--- src/rtl/sd_spi_card_responder.sv ---
// SD-card SPI-mode card end: command frames in, R1/R3/R7 out,
// single-block read (CMD17) and write (CMD24) through a sector buffer.
module sd_spi_card_responder #(
  parameter int          NCR_BYTES         = 1,
  parameter int          READ_GAP          = 2,
  parameter int          ACMD41_BUSY_POLLS = 2,
  parameter int          BUSY_BYTES        = 4,
  parameter logic [31:0] OCR_VALUE         = 32'hC0FF8000
) (
  input  logic        sys_clk,
  input  logic        rst,
  input  logic        cs_n,
  input  logic        rx_valid,
  input  logic [7:0]  rx_data,
  output logic [7:0]  tx_data,
  output logic        card_idle,
  output logic [31:0] sector_addr,
  output logic        blk_rd_start,
  output logic        blk_wr_done,
  output logic [8:0]  buf_addr,
  input  logic [7:0]  buf_rd_data,
  output logic        buf_wr_en,
  output logic [7:0]  buf_wr_data
);

  localparam logic [3:0] S_IDLE     = 4'd0;
  localparam logic [3:0] S_CMD      = 4'd1;
  localparam logic [3:0] S_NCR      = 4'd2;
  localparam logic [3:0] S_RESP     = 4'd3;
  localparam logic [3:0] S_RD_GAP   = 4'd4;
  localparam logic [3:0] S_RD_TOK   = 4'd5;
  localparam logic [3:0] S_RD_DATA  = 4'd6;
  localparam logic [3:0] S_RD_CRC   = 4'd7;
  localparam logic [3:0] S_WR_TOKEN = 4'd8;
  localparam logic [3:0] S_WR_DATA  = 4'd9;
  localparam logic [3:0] S_WR_CRC   = 4'd10;
  localparam logic [3:0] S_WR_RESP  = 4'd11;
  localparam logic [3:0] S_WR_BUSY  = 4'd12;

  localparam logic [1:0] P_IDLE  = 2'd0;
  localparam logic [1:0] P_READ  = 2'd1;
  localparam logic [1:0] P_WRITE = 2'd2;

  localparam logic [8:0] C_NCR   = 9'(NCR_BYTES - 1);
  localparam logic [8:0] C_GAP   = 9'(READ_GAP - 1);
  localparam logic [8:0] C_BUSY  = 9'(BUSY_BYTES - 1);
  localparam logic [7:0] C_POLLS = 8'(ACMD41_BUSY_POLLS);

  logic [3:0]  r_state;
  logic [8:0]  r_cnt;
  logic [5:0]  r_cmd;
  logic [31:0] r_arg;
  logic [39:0] r_resp;
  logic [2:0]  r_rlen;
  logic [1:0]  r_post;
  logic        r_app;
  logic [7:0]  r_polls;
  logic [8:0]  r_widx;

  logic        w_idle_nx;
  logic        w_app_nx;
  logic [7:0]  w_polls_nx;
  logic [7:0]  w_flags;
  logic [7:0]  w_r1;
  logic [2:0]  w_len;
  logic [31:0] w_tail;
  logic [1:0]  w_post;
  logic        w_accept;

  always_comb begin
    w_idle_nx  = card_idle;
    w_app_nx   = 1'b0;
    w_polls_nx = r_polls;
    w_flags    = 8'h00;
    w_len      = 3'd0;
    w_tail     = 32'h0;
    w_post     = P_IDLE;
    w_accept   = 1'b0;
    unique case (r_cmd)
      6'd0: begin
        w_idle_nx  = 1'b1;
        w_polls_nx = 8'h00;
      end
      6'd8: begin
        w_len  = 3'd4;
        w_tail = r_arg;
      end
      6'd55: w_app_nx = 1'b1;
      6'd41: begin
        if (!r_app)
          w_flags = 8'h04;
        else if (r_polls < C_POLLS)
          w_polls_nx = r_polls + 8'd1;
        else
          w_idle_nx = 1'b0;
      end
      6'd58: begin
        w_len  = 3'd4;
        w_tail = OCR_VALUE;
      end
      6'd17, 6'd24: begin
        if (card_idle) begin
          w_flags = 8'h04;
        end else begin
          w_accept = 1'b1;
          w_post   = (r_cmd == 6'd17) ? P_READ : P_WRITE;
        end
      end
      default: w_flags = 8'h04;
    endcase
    w_r1 = {7'b0, w_idle_nx} | w_flags;
  end

  // buf_rd_data for buf_addr is ready one cycle after the address moves,
  // well before the next byte exchange completes.
  always_ff @(posedge sys_clk) begin
    if (rst) begin
      r_state      <= S_IDLE;
      r_cnt        <= 9'd0;
      r_cmd        <= 6'd0;
      r_arg        <= 32'h0;
      r_resp       <= 40'h0;
      r_rlen       <= 3'd0;
      r_post       <= P_IDLE;
      r_app        <= 1'b0;
      r_polls      <= 8'h00;
      r_widx       <= 9'd0;
      tx_data      <= 8'hFF;
      card_idle    <= 1'b1;
      sector_addr  <= 32'h0;
      blk_rd_start <= 1'b0;
      blk_wr_done  <= 1'b0;
      buf_addr     <= 9'd0;
      buf_wr_en    <= 1'b0;
      buf_wr_data  <= 8'h00;
    end else begin
      blk_rd_start <= 1'b0;
      blk_wr_done  <= 1'b0;
      buf_wr_en    <= 1'b0;
      if (cs_n) begin
        r_state <= S_IDLE;
        r_cnt   <= 9'd0;
        tx_data <= 8'hFF;
      end else if (rx_valid) begin
        unique case (r_state)
          S_IDLE: begin
            tx_data <= 8'hFF;
            if (rx_data[7:6] == 2'b01) begin
              r_cmd   <= rx_data[5:0];
              r_cnt   <= 9'd0;
              r_state <= S_CMD;
            end
          end
          S_CMD: begin
            tx_data <= 8'hFF;
            if (r_cnt == 9'd4) begin
              card_idle <= w_idle_nx;
              r_app     <= w_app_nx;
              r_polls   <= w_polls_nx;
              r_resp    <= {w_r1, w_tail};
              r_rlen    <= w_len;
              r_post    <= w_post;
              if (w_accept) begin
                sector_addr  <= r_arg;
                blk_rd_start <= (w_post == P_READ);
                buf_addr     <= 9'd0;
              end
              r_cnt   <= C_NCR;
              r_state <= S_NCR;
            end else begin
              r_arg <= {r_arg[23:0], rx_data};
              r_cnt <= r_cnt + 9'd1;
            end
          end
          S_NCR: begin
            if (r_cnt == 9'd0) begin
              tx_data <= r_resp[39:32];
              r_resp  <= {r_resp[31:0], 8'h00};
              r_cnt   <= {6'b0, r_rlen};
              r_state <= S_RESP;
            end else begin
              tx_data <= 8'hFF;
              r_cnt   <= r_cnt - 9'd1;
            end
          end
          S_RESP: begin
            if (r_cnt != 9'd0) begin
              tx_data <= r_resp[39:32];
              r_resp  <= {r_resp[31:0], 8'h00};
              r_cnt   <= r_cnt - 9'd1;
            end else begin
              unique case (r_post)
                P_READ: begin
                  if (READ_GAP == 0) begin
                    tx_data <= 8'hFE;
                    r_state <= S_RD_TOK;
                  end else begin
                    tx_data <= 8'hFF;
                    r_cnt   <= C_GAP;
                    r_state <= S_RD_GAP;
                  end
                end
                P_WRITE: begin
                  tx_data <= 8'hFF;
                  r_state <= S_WR_TOKEN;
                end
                default: begin
                  tx_data <= 8'hFF;
                  r_state <= S_IDLE;
                end
              endcase
            end
          end
          S_RD_GAP: begin
            if (r_cnt == 9'd0) begin
              tx_data <= 8'hFE;
              r_state <= S_RD_TOK;
            end else begin
              tx_data <= 8'hFF;
              r_cnt   <= r_cnt - 9'd1;
            end
          end
          S_RD_TOK: begin
            tx_data  <= buf_rd_data;
            buf_addr <= buf_addr + 9'd1;
            r_cnt    <= 9'd511;
            r_state  <= S_RD_DATA;
          end
          S_RD_DATA: begin
            if (r_cnt == 9'd0) begin
              tx_data <= 8'hFF;
              r_cnt   <= 9'd1;
              r_state <= S_RD_CRC;
            end else begin
              tx_data  <= buf_rd_data;
              buf_addr <= buf_addr + 9'd1;
              r_cnt    <= r_cnt - 9'd1;
            end
          end
          S_RD_CRC: begin
            tx_data <= 8'hFF;
            if (r_cnt == 9'd0)
              r_state <= S_IDLE;
            else
              r_cnt <= r_cnt - 9'd1;
          end
          S_WR_TOKEN: begin
            tx_data <= 8'hFF;
            if (rx_data == 8'hFE) begin
              r_widx  <= 9'd0;
              r_state <= S_WR_DATA;
            end
          end
          S_WR_DATA: begin
            tx_data     <= 8'hFF;
            buf_wr_en   <= 1'b1;
            buf_addr    <= r_widx;
            buf_wr_data <= rx_data;
            r_widx      <= r_widx + 9'd1;
            if (r_widx == 9'd511) begin
              r_cnt   <= 9'd1;
              r_state <= S_WR_CRC;
            end
          end
          S_WR_CRC: begin
            if (r_cnt == 9'd0) begin
              tx_data <= 8'h05;
              r_state <= S_WR_RESP;
            end else begin
              tx_data <= 8'hFF;
              r_cnt   <= r_cnt - 9'd1;
            end
          end
          S_WR_RESP: begin
            tx_data <= 8'h00;
            r_cnt   <= C_BUSY;
            r_state <= S_WR_BUSY;
          end
          S_WR_BUSY: begin
            if (r_cnt == 9'd0) begin
              tx_data     <= 8'hFF;
              blk_wr_done <= 1'b1;
              r_state     <= S_IDLE;
            end else begin
              tx_data <= 8'h00;
              r_cnt   <= r_cnt - 9'd1;
            end
          end
          default: begin
            tx_data <= 8'hFF;
            r_state <= S_IDLE;
          end
        endcase
      end
    end
  end

endmodule

--- config.mk ---
export PLATFORM = sky130hd
export DESIGN_NAME = sd_spi_card_responder
export DESIGN_NICKNAME = d
export VERILOG_FILES = /design/src/rtl/sd_spi_card_responder.sv
export SDC_FILE = /design/constraint.sdc
export NUM_CORES = 1
export LEC_CHECK = 0
export CAP_MARGIN = 10
export CORE_MARGIN = 2
export CORE_UTILIZATION = 40
export CTS_BUF_LIST = sky130_fd_sc_hd__clkbuf_8
export CTS_CLUSTER_DIAMETER = 60
export DETAILED_ROUTE_END_ITERATION = 8
export GPL_ROUTABILITY_DRIVEN = 0
export SYNTH_ARGS = -nofsm -noshare
export SYNTH_HDL_FRONTEND = slang
export SYNTH_SLANG_ARGS = --single-unit
--- constraint.sdc ---
create_clock -name sys_clk -period 4.43 [get_ports sys_clk]
set_clock_uncertainty 0.05 [all_clocks]
set_input_delay 1.1075 -clock sys_clk [delete_from_list [all_inputs] [get_ports sys_clk]]
set_output_delay 1.1075 -clock sys_clk [all_outputs]
set_load 0.01 [all_outputs]
==> metrics.md <==
| Metric | Value |
|---|---|
| Cell Pwr Density | `297 nW/um2` |
| Post-Synth Adder-Cell Area | `0.0108` |
| Crit-path max cell delay | `910 ps` |
| Syn_nets | `1050` |
| P_int | `2.11 mW` |
| Layout cells sized above 1 | `0.0726` |
| WS Path Type | `input port to flop` |
| Area delta synth->final | `16.1%` |
| Total power | `2.79 mW` |
| Die Wd | `146 um` |
| Drt total wl | `22.1 mm` |
| GRT met3 Usage | `0.0403` |
| Worst Tran Pin Value | `1120 ps` |
| Antenna violations before repair | `0` |
| CP startpoint kind | `input port` |
| HP Start | `r_resp[7]$_SDFFE_PP0P_` |
| Pins over their slew limit | `0` |
| Maximum clock insertion buffer count | `2` |
| Site Rows | `52` |
| Routed via count | `7498` |
| WL per Instance | `16.5 um` |
| Hold Buf Count CTS | `0` |
| Psw | `0.676 mW` |
| DR pass1 iterations | `5` |
| CTS tree | `done` |
| Post-synthesis sequential area ratio | `0.428` |
| Seq pwr share | `0.561` |
| Sw Ratio | `0.242` |
| Worst skew pair latency | `470 ps` |
| Logic gate share of total power | `0.039` |
| Vias per cell | `5.57` |
| Crit-path cells | `clkdlybuf4s50_1, or2b_4, nor3_1, buf_4, nand2_1, a21oi_1` |
| Pre-CTS WS | `836 ps` |
| Synth Area in Compound Gates | `0.219` |
| Boundary pin count | `81` |
| Met2 GRT Util | `0.310` |
| Clock Pin Slew Worst Setup and Hold Paths | `90 ps` |
| Main combinational cell family by area after synthesis | `simple AND/OR/NAND/NOR gates` |
| Critical path data required time | `4770 ps` |
| Fmax | `312 MHz` |
| Setup_tns | `0 ps` |
| Netlist Area Pre-Place | `8100 um2` |
| TritonCTS Buffers | `17` |
| Worst r2r src | `r_cnt[0]$_SDFFE_PP0P_` |
| # H-tree levels | `4` |
| Initial Util | `0.404` |
| Slew headroom | `0.246` |
| XOR/XNOR Fraction of Synth Area | `0.0108` |
| Post-cts sizing count | `0` |
| Nets | `1091` |
| CTS sink count | `173` |
| Hold Crit Class | `flop to flop` |
| Core Area | `20000 um2` |
| Max-capacitance violation count | `0` |
| Reg2Reg Setup Slack | `1580 ps` |
| Final Hold Viols | `0` |
| Capture point of the worst reg-to-reg path | `r_cnt[5]$_SDFFE_PP0P_` |
| PortBufs | `80` |
| Post-CTS setup buffers | `0` |
| DIE AREA | `21400 um2` |
| Synth Register Bits | `173` |
| Final Util | `0.469` |
| Antenna cell count | `0` |
| GR peak layer | `met2` |
| Initial DRC Count | `667` |
| Antenna viol nets, final | `0` |
| Post-layout min period | `3210 ps` |
| Crit path max fanout | `9` |
| Main synth FF type | `dfxtp_1` |
| Global-route wire length before repair | `36.7 mm` |
| RSZ-0062 raised after global routing | `no` |
| Largest net degree at the start of global routing | `95` |
| Worst Path Arrival | `3540 ps` |
| Fill cells | `2046` |
| DP HPWL | `14.5 mm` |
| Post-synthesis simple-gate area fraction | `0.269` |
| Mean post-synth cell area | `7.92 um2` |
| Die height | `146 um` |
| CP endpoint kind | `flop` |
| Clock network fraction of design power | `0.400` |
| Synth warn | `0` |
| CTS root buffer | `clkbuf_8` |
| Setup WS post-layout | `1220 ps` |
| Remaining global-route overflow | `0` |
| Post-synth EDFFs | `0` |
| Final setup viols | `0` |
| Worst path slowest cell | `nor3_1` |
| Yosys cell types | `84` |
| Met1 GRT Util | `0.304` |
| DR DRC count | `0` |
| GRT Total Usage | `0.209` |
| Status | `finished, final reports clean` |
| Syn Inst Count | `1023` |
| Worst hold path cell count | `2` |
| Worst-case reg-to-reg path depth | `8` |
| Vias in the first global route | `6898` |
| Post-synthesis mux area share | `0.0111` |
| Worst vdd ir | `0.000214 V` |
| Fin crit share | `0.724` |
| Leak Pwr | `3.08 nW` |
| Hold EP | `r_resp[7]$_SDFFE_PP0P_` |
| FFs w/ async S/R, synth | `0` |
## critical path: cells and delay by family
kind | cells | cell delay [ps]
and+or+nand+nor | 3 | 1340
buffers and inverters | 2 | 960
AOI/OAI and AO/OA | 1 | 120
## synth_stat cells (all sizes together), types with 6 or more instances
| library cell | count | area [um2] |
|---|---|---|
| ha | 7 | 87.6 |
| or3 | 10 | 63.8 |
| o22ai | 6 | 37.5 |
| mux2i | 9 | 90.1 |
| nor2 | 87 | 334 |
| nand2 | 213 | 802 |
| buf | 30 | 181 |
| clkbuf | 42 | 158 |
| a221oi | 19 | 196 |
| a311oi | 13 | 114 |
| xnor2 | 8 | 70.1 |
| a22oi | 13 | 97.6 |
| dfxtp | 173 | 3460 |
| nor3 | 41 | 216 |
| nand2b | 12 | 75.1 |
| o21ai | 36 | 180 |
| a21oi | 132 | 664 |
| o211ai | 16 | 120 |
| inv | 16 | 60.1 |
| nand4 | 7 | 50.1 |
| nor2b | 8 | 50.1 |
| nand3 | 31 | 173 |
| nor4 | 11 | 83.8 |
## cells in the final DEF, fill, tap and decap left out, drive strengths merged, types with 3 or more instances in the layout
master         instances
or2                    3
a22oi                 13
and3                   5
nor2b                  8
nand2                213
nor2                  87
a311oi                13
dfxtp                173
a41oi                  3
xnor2                  8
inv                   22
nand3                 31
or4b                   3
ha                     7
a221oi                19
a32o                   3
nand2b                12
and2b                  4
buf                   17
o221ai                 3
nand4b                 4
nor4b                  4
clkbuf                18
nor4                  11
nand4                  7
clkinvlp               3
a21oi                132
clkdlybuf4s50         79
or3                   10
nor3                  41
a211oi                 5
o22ai                  6
o31ai                  4
a31oi                  4
nand3b                 3
o211ai                16
o311ai                 3
o21ai                 36
mux2i                  9
## cell type report
type                            instances  area, um2  share of cell area
Clock buffer                           18        248              0.0264
Clock inverter                         12        138              0.0146
Tap cell                              270        338              0.0359
Timing Repair Buffer                   96        918              0.0977
Multi-Input combinational cell        759       4230               0.450
Sequential cell                       173       3460               0.369
Inverter                               17       63.8             0.00679
## cells by family (layout without fill, tap and decap cells)
| kind of cell | after synthesis | count (layout) |
|---|---|---|
| adder cells (fa/ha/maj) | 7 | 7 |
| XOR/XNOR | 10 | 10 |
| buffers and inverters | 91 | 143 |
| flip-flops | 173 | 173 |
| AO/OA/AOI/OAI | 277 | 277 |
| multiplexers | 9 | 9 |
| AND/OR/NAND/NOR | 456 | 456 |
## worst max-delay path by stage
| stage | end | start | slack [ps] |
|---|---|---|---|
| after floorplan | sector_addr[10]$_SDFFE_PP0P_ | rx_valid | 1650 |
| after global placement | buf_wr_data[1]$_SDFFE_PP0P_ | rx_valid | 860 |
| after detailed placement | buf_wr_data[2]$_SDFFE_PP0P_ | rx_valid | 840 |
| after CTS | buf_wr_data[2]$_SDFFE_PP0P_ | rx_valid | 1320 |
| after global routing | sector_addr[27]$_SDFFE_PP0P_ | rx_valid | 1160 |
| final | buf_wr_data[2]$_SDFFE_PP0P_ | rx_valid | 1220 |
## power groups by stage
| stage | combinational [mW] | sequential, mW | clock (mW) |
|---|---|---|---|
| final | 0.109 | 1.56 | 1.12 |
| after detailed placement | 0.108 | 1.60 | 0 |
| after CTS | 0.108 | 1.56 | 1.14 |
| after global routing | 0.119 | 1.57 | 1.21 |
| after floorplan | 0.0677 | 1.60 | 0 |
| after global placement | 0.108 | 1.60 | 0 |
## metal layers
| metal | wire length, um | part of all wire |
|---|---|---|
| met5 | 0 | 0 |
| met2 | 9600 | 0.43 |
| met4 | 362 | 0.016 |
| met1 | 11100 | 0.50 |
| met3 | 1110 | 0.050 |
## flip-flops by register name (all words and copies together) (netlist names), 6 cells and up
name	flops
buf_addr	9
buf_wr_data	8
r_arg	32
r_cmd	6
r_cnt	9
r_polls	8
r_resp	40
r_widx	9
sector_addr	32
tx_data	8
## per-stage QoR
stage	std cells	area (um2)	hold slack, ps
after detailed placement	1315	9010	394
after floorplan	1023	8100	381
final	1345	9400	404
after global placement	1315	9010	390
after CTS	1345	9400	406
after global routing	1345	9400	423
(Power assumes the default switching activity.)
